<file path="src/rtl/divisor_pkg.sv">
// Shared defaults for the programmable clock divider and its free-running prescaler.
package divisor_pkg;

  localparam int LARGURA_PADRAO    = 23;
  localparam int DIV_PADRAO_PADRAO = 4194304;
  localparam int SEL_BIT_PADRAO    = 15;
  localparam int DIV_MINIMO        = 2;

  // A divide ratio below two cannot form a low and a high half.
  function automatic int limita_razao(input int valor);
    return (valor < DIV_MINIMO) ? DIV_MINIMO : valor;
  endfunction

endpackage

</file>
<file path="src/rtl/divisor_programavel_contador_livre.sv">
// Free-running prescaler: wraps modulo 2^LARGURA, advances only while enabled.
module contador_livre
  import divisor_pkg::*;
#(
  parameter int LARGURA = LARGURA_PADRAO
) (
  input  logic               clock,
  input  logic               reset,
  input  logic               habilita,
  output logic [LARGURA-1:0] q
);

  localparam logic [LARGURA-1:0] UM = LARGURA'(1);

  // Prescaler state with synchronous reset.
  always_ff @(posedge clock) begin
    if (reset) begin
      q <= '0;
    end else if (habilita) begin
      q <= q + UM;
    end else begin
      q <= q;
    end
  end

endmodule

</file>
<file path="src/rtl/divisor_programavel.sv">
// Programmable divider: shadowed ratio applied only at period boundaries,
// square-wave and tick outputs, plus a fixed power-of-two prescaler tap.
module divisor_programavel
  import divisor_pkg::*;
#(
  parameter int LARGURA    = LARGURA_PADRAO,
  parameter int DIV_PADRAO = DIV_PADRAO_PADRAO,
  parameter int SEL_BIT    = SEL_BIT_PADRAO
) (
  input  logic               clock,
  input  logic               reset,
  input  logic               habilita,
  input  logic               carrega,
  input  logic [LARGURA-1:0] divisor,
  output logic               pendente,
  output logic               clock_reduzido,
  output logic               tick,
  output logic               sel
);

  localparam logic [LARGURA-1:0] MINIMO    = LARGURA'(DIV_MINIMO);
  localparam logic [LARGURA-1:0] DIV_RESET = LARGURA'(limita_razao(DIV_PADRAO));
  localparam logic [LARGURA-1:0] UM        = LARGURA'(1);

  logic [LARGURA-1:0] n_ef_r;
  logic [LARGURA-1:0] n_sombra_r;
  logic [LARGURA-1:0] cnt_r;
  logic [LARGURA-1:0] pre_s;
  logic [LARGURA-1:0] div_lim_s;
  logic [LARGURA-1:0] cnt_prox_s;
  logic [LARGURA-1:0] n_ef_prox_s;
  logic [LARGURA-1:0] metade_s;
  logic               wrap_s;
  logic               pre_unused_s;

  contador_livre #(
    .LARGURA (LARGURA)
  ) u_pre (
    .clock    (clock),
    .reset    (reset),
    .habilita (habilita),
    .q        (pre_s)
  );

  assign sel          = pre_s[SEL_BIT];
  // Only the tap bit leaves the block; the rest of the prescaler is internal.
  assign pre_unused_s = ^pre_s;

  // Next-state decode for the count, the active ratio and the high-half threshold.
  always_comb begin
    div_lim_s   = (divisor < MINIMO) ? MINIMO : divisor;
    wrap_s      = habilita && (cnt_r == (n_ef_r - UM));
    cnt_prox_s  = cnt_r;
    n_ef_prox_s = n_ef_r;
    if (habilita) begin
      cnt_prox_s = wrap_s ? '0 : (cnt_r + UM);
    end else begin
      cnt_prox_s = cnt_r;
    end
    if (wrap_s && carrega) begin
      n_ef_prox_s = div_lim_s;
    end else if (wrap_s && pendente) begin
      n_ef_prox_s = n_sombra_r;
    end else begin
      n_ef_prox_s = n_ef_r;
    end
    // ceil(N/2) without needing an extra bit for N+1.
    metade_s = (n_ef_prox_s >> 1) + {{(LARGURA-1){1'b0}}, n_ef_prox_s[0]};
  end

  // Divider state and registered outputs.
  always_ff @(posedge clock) begin
    if (reset) begin
      cnt_r          <= '0;
      n_ef_r         <= DIV_RESET;
      n_sombra_r     <= DIV_RESET;
      pendente       <= 1'b0;
      tick           <= 1'b0;
      clock_reduzido <= 1'b0;
    end else begin
      cnt_r          <= cnt_prox_s;
      n_ef_r         <= n_ef_prox_s;
      tick           <= wrap_s;
      clock_reduzido <= (cnt_prox_s >= metade_s);
      if (carrega && !wrap_s) begin
        n_sombra_r <= div_lim_s;
        pendente   <= 1'b1;
      end else if (wrap_s) begin
        n_sombra_r <= n_sombra_r;
        pendente   <= 1'b0;
      end else begin
        n_sombra_r <= n_sombra_r;
        pendente   <= pendente;
      end
    end
  end

endmodule
</file>
<file path="config.mk">
export PLATFORM = sky130hd
export DESIGN_NAME = divisor_programavel
export DESIGN_NICKNAME = d
export VERILOG_FILES = /design/src/rtl/divisor_pkg.sv /design/src/rtl/divisor_programavel_contador_livre.sv /design/src/rtl/divisor_programavel.sv
export SDC_FILE = /design/constraint.sdc
export NUM_CORES = 1
export LEC_CHECK = 0
export CAP_MARGIN = 20
export CORE_MARGIN = 2
export CORE_UTILIZATION = 30
export CTS_CLUSTER_DIAMETER = 50
export CTS_CLUSTER_SIZE = 25
export DETAILED_ROUTE_END_ITERATION = 10
export GPL_ROUTABILITY_DRIVEN = 0
export GPL_TIMING_DRIVEN = 0
export PLACE_DENSITY = 0.42
export SYNTH_ARGS = -nofsm -noshare
export SYNTH_HDL_FRONTEND = slang
export SYNTH_SLANG_ARGS = --single-unit
</file>
<file path="constraint.sdc">
create_clock -name clock -period 9.7 [get_ports clock]
set_clock_uncertainty 0.15 [all_clocks]
set_input_delay 1.94 -clock clock [delete_from_list [all_inputs] [get_ports clock]]
set_output_delay 1.94 -clock clock [all_outputs]
set_load 0.02 [all_outputs]
</file>
==> impl_metrics.toml, run 1 <==
[status]
outcome = "complete, no violations"

[worst_setup_path]
critPathArrivalTime_ns = 8.28
slowest_delay_ns = 0.64
worstRegToRegCells = 26
cp_max_fo = 10
path_buf_inv = 3
worstPathRequired_ns = 9.77
cp_top_family = "simple AND/OR/NAND/NOR gates"
crit_type = "input port to register"
cp.depth = 25
start_kind = "input port"
cp-end-kind = "register"
cp_common_cell = "nor2_1"
cp_slowest_cell = "nor2_1"

[place]
dpl_cell_area_mm2 = 0.00634
dp.cells = 993
detailed_place_hpwl_um = 14300
numPortBuffers = 29
place_ws_ns = 1.12

[routing]
ant_nets = 0
vias_per_cell = 5.33
routed.top_layer = "met4"
drt-pass1-iter-count = 5
dr_wl_met2_um = 7780
drc = 0
drt-met1-wl_um = 9020
drt_iter0_markers = 412
vias = 5380
post_drt_wl_per_cell_um = 17.9
wirelength_um = 18100
met3_length_um = 810

[global_routing]
gr-usage-all-layers_pct = 18.7
grt-ovfl-total = 0
grt_max_degree = 15
grt_first_pass_wirelength_um = 29000
antenna_found_initial = 0
grt_pass1_vias = 5229

[sta]
worst_pin_slew_ns = 0.880
slew_headroom_pct = 40.8
setup_viol = 0
fin_crit_sh_pct = 84.6
slew_violations = 0
grt_setup_unrepaired = "no"
fin_ws_ns = 1.49
worst_hold_slack_ns = 0.324
fin_setup_tns_ns = 0
hold_viol = 0
layout_min_cycle_time_ns = 8.21
timing.fmax_ghz = 0.122

[pwr]
leakage_nw = 2.61
p_per_area_mw_per_mm2 = 117
vdd_drop_max_mv = 0.0825

[die]
io-pin-count = 31
die_x_um = 143
die_h_um = 143
start_util_pct = 30.7
dieArea_mm2 = 0.0203
core_area_mm2 = 0.0188
rows = 50

[synthesis]
synth_seq_cells = 88
yosys_warnings = 0
ys_types = 62
synthFlopType = "dfxtp_1"
synth_common_cells = "nor2_1 (121), dfxtp_1 (88), nand2_1 (57)"
syn-instance-count = 730
syn_nets = 785
yosysSeqAreaShare_pct = 30.6
synth_area_per_cell_um2 = 7.88
ys_top_cells_by_area = "dfxtp_1 (31%), nor2_1 (7.9%), xor2_1 (7.5%)"
synth_area_leader_cell = "dfxtp_1"
synth_most_common_cell = "nor2_1"
async_reset_ff_share_pct = 0
synthesis.area_mm2 = 0.00576
synth-edff-count = 0
synth_top_area_share_pct = 30.6

[final_layout]
fin_nets = 825
area_delta_synth_final_pct = 14.9
finish.instance_area_mm2 = 0.00661
drive_gt1_share_pct = 5.68
fillers = 2003
regArea_mm2 = 0.00176
finalNonFillerCells = 1009
diodes = 0
multi_input_area_mm2 = 0.00378

[cts]
cts_made_buffers = 9
clock_tree.root_cell = "clkbuf_16"
clk_pin_slew_ns = 0.07
clock_latency_ns = 0.35
cts_resized = 0
cts_tree = "built"
htreeDepth = 3
cts.sinks = 88
cts_max_path_buffers = 2
post-cts-setup-buffer-count = 0
ctsHoldBuffers = 0

[min_path]
worstHoldPathType = "register to register"
min_path_cells = 1

[run]
cap_violations = 0
cells by family (layout without fill, tap and decap cells):
| group | count (synthesis) | after routing | share of synthesized area, % |
|---|---|---|---|
| buffers and inverters | 51 | 96 | 3.76 |
| xor gates and xnor gates | 84 | 84 | 12.8 |
| and+or+nand+nor | 337 | 337 | 29.3 |
| AOI/OAI and AO/OA | 121 | 121 | 13.8 |
| DFF | 88 | 88 | 30.6 |
| adders and majority gates | 28 | 28 | 6.09 |
| muxes | 21 | 21 | 3.65 |
routing by layer:
layer,up-vias,track usage (%)
met5,-,0
met4,0,6.62
met3,30,3.40
met2,128,28.4
met1,2550,26.4
li1,2672,-
cell type report:
cell class	count	share of cell area [%]
Inverter	9	0.511
Clock inverter	6	0.530
Tap cell	234	4.43
Multi-Input combinational cell	591	57.1
Timing Repair Buffer	29	4.39
Buffer	42	2.76
Clock buffer	10	3.61
Sequential cell	88	26.6
where the power goes:
group	internal, W	switching (W)
Sequential	0.000369	0.00000574
Clock	0.000179	0.000152
Combinational	0.0000292	0.0000413
Total	0.000577	0.000199
metrics by stage:
stage	util (%)	power, W
2_1_floorplan	-	0.000421
3_3_place_gp	33.8	0.000452
3_5_place_dp	33.8	0.000453
4_1_cts	35.2	0.000787
5_1_grt	35.2	0.000810
6_report	35.2	0.000776
state kept, by name, summed over array words and instances, names as in the netlist:
name / count
clock_reduzido: 1
cnt_r: 23
n_ef_r: 23
n_sombra_r: 23
pendente: 1
tick: 1
u_pre.q: 16
path summary, 6_finish.rpt:
| kind | start | end | slack [ns] |
|---|---|---|---|
| max | habilita | clock_reduzido | 1.49 |
| min | n_sombra_r[22] | n_sombra_r[22] | 0.32 |
| max reg2reg | n_ef_r[0] | clock_reduzido | 2.20 |
| min reg2reg | n_sombra_r[22] | n_sombra_r[22] | 0.32 |
placed cells by master, fill, tap and decap left out, types with 4 or more instances in the layout:
cell type        count
nor2_1             121
inv_1                9
a31oi_1              8
o22ai_1             18
clkdlybuf4s50_1     29
clkbuf_16            9
nand3_1             28
nand2b_1             7
o211ai_1             4
a21oi_1             28
nor2b_1              9
a21o_1               9
clkbuf_1            31
mux2i_1             21
o21ai_0             13
buf_2                8
xor2_1              49
and3_1              14
o21ai_1             12
clkinv_2             4
and4_1               5
ha_1                28
nor4_1              14
nor3_1              35
nand2_1             57
nand4_1             17
or3_1                6
dfxtp_1             88
o21a_1               6
xnor2_1             35
No activity file was read; power rests on OpenSTA's default activity.
==> run 2: changes to the inputs <==
==> constraint.sdc (replaced) <==
create_clock -name clock -period 8.45 [get_ports clock]
set_clock_uncertainty 0.15 [all_clocks]
set_input_delay 1.69 -clock clock [delete_from_list [all_inputs] [get_ports clock]]
set_output_delay 1.69 -clock clock [all_outputs]
set_load 0.02 [all_outputs]
==> run 2 against run 1 <==
Net effect: first-iteration DRC count unchanged; largest power group unchanged; worst setup slack got worse by 0.84 ns; clock power increased by 15%; cell area about the same; global-route usage unchanged; critical path type unchanged; wire length about the same.
==> impl_metrics.toml, run 2 (synthesis results as in run 1) <==
[status]
outcome = "complete, no violations"

[worst_setup_path]
cp_max_fo = 10
path_buf_inv = 3
r2r_slack_ns = 1.11
slowest_delay_ns = 0.59
rr_endpoint = "clock_reduzido"
cp-end-kind = "register"
worstPathRequired_ns = 8.52
start_kind = "input port"
crit_type = "input port to register"
worstRegToRegCells = 26
rr_startpoint = "n_ef_r[0]"
cp_top_family = "simple AND/OR/NAND/NOR gates"
cp_slowest_cell = "clkdlybuf4s50_1"
cp.depth = 25
critPathArrivalTime_ns = 7.87

[cts]
htreeDepth = 3
cts_tree = "built"
cts.sinks = 88
clock_tree.root_cell = "clkbuf_16"
cts_max_path_buffers = 2
post-cts-setup-buffer-count = 0
clk_pin_slew_ns = 0.07
clock_latency_ns = 0.35
cts_made_buffers = 9

[min_path]
hp-start = "n_sombra_r[22]"
min_path_cells = 1
min_to = "n_sombra_r[22]"
worstHoldPathType = "register to register"

[routing]
ant_nets = 0
dr_wl_met2_um = 7780
vias = 5359
met3_length_um = 786
wirelength_um = 18100
post_drt_wl_per_cell_um = 17.9
drt-met1-wl_um = 9050
routed.top_layer = "met4"
drt_iter0_markers = 412
drc = 0
drt-pass1-iter-count = 5
vias_per_cell = 5.31

[sta]
setup_viol = 0
timing.fmax_ghz = 0.128
fin_crit_sh_pct = 92.3
layout_min_cycle_time_ns = 7.80
grt_setup_unrepaired = "no"
slew_headroom_pct = 41.2
worst_pin_slew_ns = 0.875
hold_viol = 0
worst_hold_slack_ns = 0.324
slew_violations = 0
fin_setup_tns_ns = 0

[pwr]
vdd_drop_max_mv = 0.0947
leakage_nw = 2.61
p_per_area_mw_per_mm2 = 135

[global_routing]
grt_max_degree = 15
grt_pass1_vias = 5229
grt-ovfl-total = 0
gr-usage-all-layers_pct = 18.7
grt_first_pass_wirelength_um = 29000
antenna_found_initial = 0

[place]
numPortBuffers = 29
dpl_cell_area_mm2 = 0.00634
detailed_place_hpwl_um = 14300
dp.cells = 993

[run]
cap_violations = 0

[final_layout]
finish.instance_area_mm2 = 0.00662
reg_top3 = "cnt_r (23), n_ef_r (23), n_sombra_r (23)"
drive_gt1_share_pct = 5.81
finalNonFillerCells = 1009
fin_nets = 825
final_common_cell = "nor2_1"
final_util_pct = 35.2
layout_common_cells = "nor2_1 (120), dfxtp_1 (88), nand2_1 (57)"
diodes = 0
area_delta_synth_final_pct = 14.9

[die]
core_area_mm2 = 0.0188
start_util_pct = 30.7
die_x_um = 143
rows = 50
die_h_um = 143
io-pin-count = 31
dieArea_mm2 = 0.0203
-- run 2: final cells by class --
class                           instances  area (um^2)
Buffer                                 42          183
Sequential cell                        88         1760
Clock buffer                           10          239
Multi-Input combinational cell        591         3780
Fill cell                            2002        12200
Timing Repair Buffer                   29          290
Clock inverter                          6         35.0
Tap cell                              234          293
Inverter                                9         33.8
-- run 2: per-layer routing --
metal / global-route usage, % / vias up
met5: 0 / -
met4: 6.62 / 0
met3: 3.40 / 26
met2: 28.4 / 119
met1: 26.4 / 2543
li1: - / 2671
-- run 2: power by group --
group	total (W)	internal, W	switching (W)
logic	0.0000808	0.0000335	0.0000473
registers	0.000430	0.000423	0.00000659
clock network	0.000380	0.000205	0.000174
total	0.000890	0.000662	0.000228
-- run 2: timing repair --
| action | CTS | global route |
|---|---|---|
| gates resized for setup | 0 | 1 |
| endpoints found under the setup margin | 0 | 1 |
| hold buffers | 0 | 0 |
-- run 2: worst max-delay path by stage --
| stage | endpoint | startpoint | slack (ns) |
|---|---|---|---|
| finish | clock_reduzido | habilita | 0.65 |
| global route | clock_reduzido | habilita | 0.12 |
| CTS | clock_reduzido | habilita | 0.47 |
| detailed placement | clock_reduzido | habilita | 0.12 |
| global placement | clock_reduzido | habilita | 0.18 |
| floorplan | clock_reduzido | habilita | 2.47 |
-- run 2: stage by stage --
step / power, W / setup WS, ns
CTS: 0.000904 / 0.467
global placement: 0.000519 / 0.175
floorplan: 0.000483 / 2.47
finish: 0.000890 / 0.653
detailed placement: 0.000520 / 0.124
global route: 0.000930 / 0.116
==> run 3: changes to the inputs <==
--- a/config.mk
+++ b/config.mk
@@ -5,7 +5,7 @@
 export SDC_FILE = /design/constraint.sdc
 export NUM_CORES = 1
 export LEC_CHECK = 0
-export CAP_MARGIN = 20
+export ABC_CLOCK_PERIOD_IN_PS = 8450
 export CORE_MARGIN = 2
 export CORE_UTILIZATION = 30
 export CTS_CLUSTER_DIAMETER = 50
@@ -13,6 +13,7 @@
 export DETAILED_ROUTE_END_ITERATION = 10
 export GPL_ROUTABILITY_DRIVEN = 0
 export GPL_TIMING_DRIVEN = 0
+export MAX_ROUTING_LAYER = met4
 export PLACE_DENSITY = 0.42
 export SYNTH_ARGS = -nofsm -noshare
 export SYNTH_HDL_FRONTEND = slang
==> run 3 against run 2 <==
Net effect: combinational power hardly changed; global-route usage grew 0.54 points; non-clock buffer count stayed put; die area did not move; final cell count stayed put; worst setup slack improved by 0.0092 ns; critical path depth did not move; clock power hardly changed; first-iteration DRC count down 9.5%; sequential power hardly changed; power grew 0.18%; critical endpoint unchanged.
==> impl_metrics.toml, run 3 (synthesis results as in run 1) <==
[die]
die_x_um = 143
io-pin-count = 31
core_area_mm2 = 0.0188
dieArea_mm2 = 0.0203
start_util_pct = 30.7
die_h_um = 143
rows = 50

[worst_setup_path]
cp_slowest_cell = "clkdlybuf4s50_1"
rr_startpoint = "n_ef_r[0]"
crit_start = "habilita"
worstPathRequired_ns = 8.52
r2r_slack_ns = 1.08
crit_type = "input port to register"
slowest_delay_ns = 0.58
worstRegToRegCells = 26
worstSetupEndpoint = "clock_reduzido"
start_kind = "input port"
cp_max_fo = 10
critPathArrivalTime_ns = 7.86
rr_endpoint = "clock_reduzido"
cp-end-kind = "register"

[cts]
cts_tree = "built"
cts.sinks = 88
htreeDepth = 3
clock_latency_ns = 0.35
cts_made_buffers = 9
cts_max_path_buffers = 2
clk_pin_slew_ns = 0.07
clock_tree.root_cell = "clkbuf_16"

[global_routing]
grt_first_pass_wirelength_um = 29000
grt-ovfl-total = 0
grt_max_degree = 15
antenna_found_initial = 0
grt_pass1_vias = 5241
gr-usage-all-layers_pct = 19.2

[routing]
drt-pass1-iter-count = 5
drc = 0
drt_iter0_markers = 373
vias = 5363
ant_nets = 0
wirelength_um = 18100
vias_per_cell = 5.32
post_drt_wl_per_cell_um = 17.9

[final_layout]
multi_input_area_mm2 = 0.00378
fillers = 2002
layout_common_cells = "nor2_1 (120), dfxtp_1 (88), nand2_1 (57)"
drive_gt1_share_pct = 5.81
fin_nets = 825
regArea_mm2 = 0.00176
finish.instance_area_mm2 = 0.00662
reg_top3 = "cnt_r (23), n_ef_r (23), n_sombra_r (23)"
final_common_cell = "nor2_1"
diodes = 0
area_delta_synth_final_pct = 14.9

[place]
detailed_place_hpwl_um = 14300
numPortBuffers = 29
dpl_cell_area_mm2 = 0.00634

[min_path]
worstHoldPathType = "register to register"
hp-start = "n_sombra_r[22]"

[pwr]
p_comb_share_pct = 9.1
vdd_drop_max_mv = 0.0965
seqPwrFrac_pct = 48.2
p_per_area_mw_per_mm2 = 135
leakage_nw = 2.61
power.switching_w = 0.000230
power_frac_clock_pct = 42.7
p_sw_share_pct = 25.8
intPower_w = 0.000662
finalPower_w = 0.000892

[sta]
worst_pin_slew_ns = 0.871
slew_violations = 0
fin_crit_sh_pct = 92.2
fin_setup_tns_ns = 0
slew_headroom_pct = 41.9
timing.fmax_ghz = 0.128
setup_viol = 0
grt_setup_unrepaired = "no"
layout_min_cycle_time_ns = 7.79
hold_viol = 0

[status]
outcome = "complete, no violations"

[run]
cap_violations = 0
==> run 3: cell counts in the layout (fill, tap and decap cells not counted) <==
No cell type changed its count.
==> run 3: worst min path at each step <==
stage	endpoint	slack, ns	cells after the start
global route	n_sombra_r[22]	0.35	1
finish	n_sombra_r[22]	0.33	1
CTS	n_sombra_r[22]	0.33	1
global placement	n_sombra_r[22]	0.30	1
detailed placement	n_sombra_r[22]	0.30	1
floorplan	n_sombra_r[22]	0.29	1
==> run 3: metrics by stage <==
step                      cells  worst slack, ns  hold slack, ns  utilization (%)
after floorplan             730             2.47           0.286                -
after global placement      993            0.175           0.296             33.8
after detailed placement    993            0.124           0.303             33.8
after CTS                  1009            0.467           0.329             35.2
after global routing       1009            0.129           0.349             35.2
final                      1009            0.662           0.334             35.2
==> run 3: per-layer routing <==
metal	vias to the layer above	share of wire, %	wire length (um)	track usage (%)
met4	0	2.3	419	6.62
met1	2547	50	9030	26.4
met5	-	0	0	-
met2	120	43	7810	28.4
met3	27	4.4	802	3.40
li1	2669	-	-	-
==> run 3: repair_timing <==
item                       CTS  global route
hold endpoints to repair     0             0
hold buffers                 0             0
gates resized for setup      0             1
setup endpoints to repair    0             1
buffers inserted             0             0
==> run 3: layout make-up <==
type,count,area share (%)
clock buffers,10,3.61
repair buffers,29,4.39
well taps,234,4.43
multi-input cells,591,57.1
inverters,9,0.511
plain buffers,42,2.76
flip-flops and latches,88,26.6
clock inverters,6,0.530
==> run 3: power groups by stage <==
stage	Sequential (W)	Combinational, W	Clock (W)
after floorplan	0.000438	0.0000450	0
after global placement	0.000439	0.0000802	0
after detailed placement	0.000439	0.0000805	0
after CTS	0.000430	0.0000810	0.000393
after global routing	0.000431	0.0000889	0.000410
final	0.000430	0.0000809	0.000381
==> run 3: worst max-delay path: cells and delay by family <==
family	cells	cell delay, ns
buffers and inverters	3	1.41
AND/OR/NAND/NOR	10	2.40
adder cells (fa/ha/maj)	2	0.58
XOR/XNOR	1	0.16
AO/OA/AOI/OAI	9	1.60
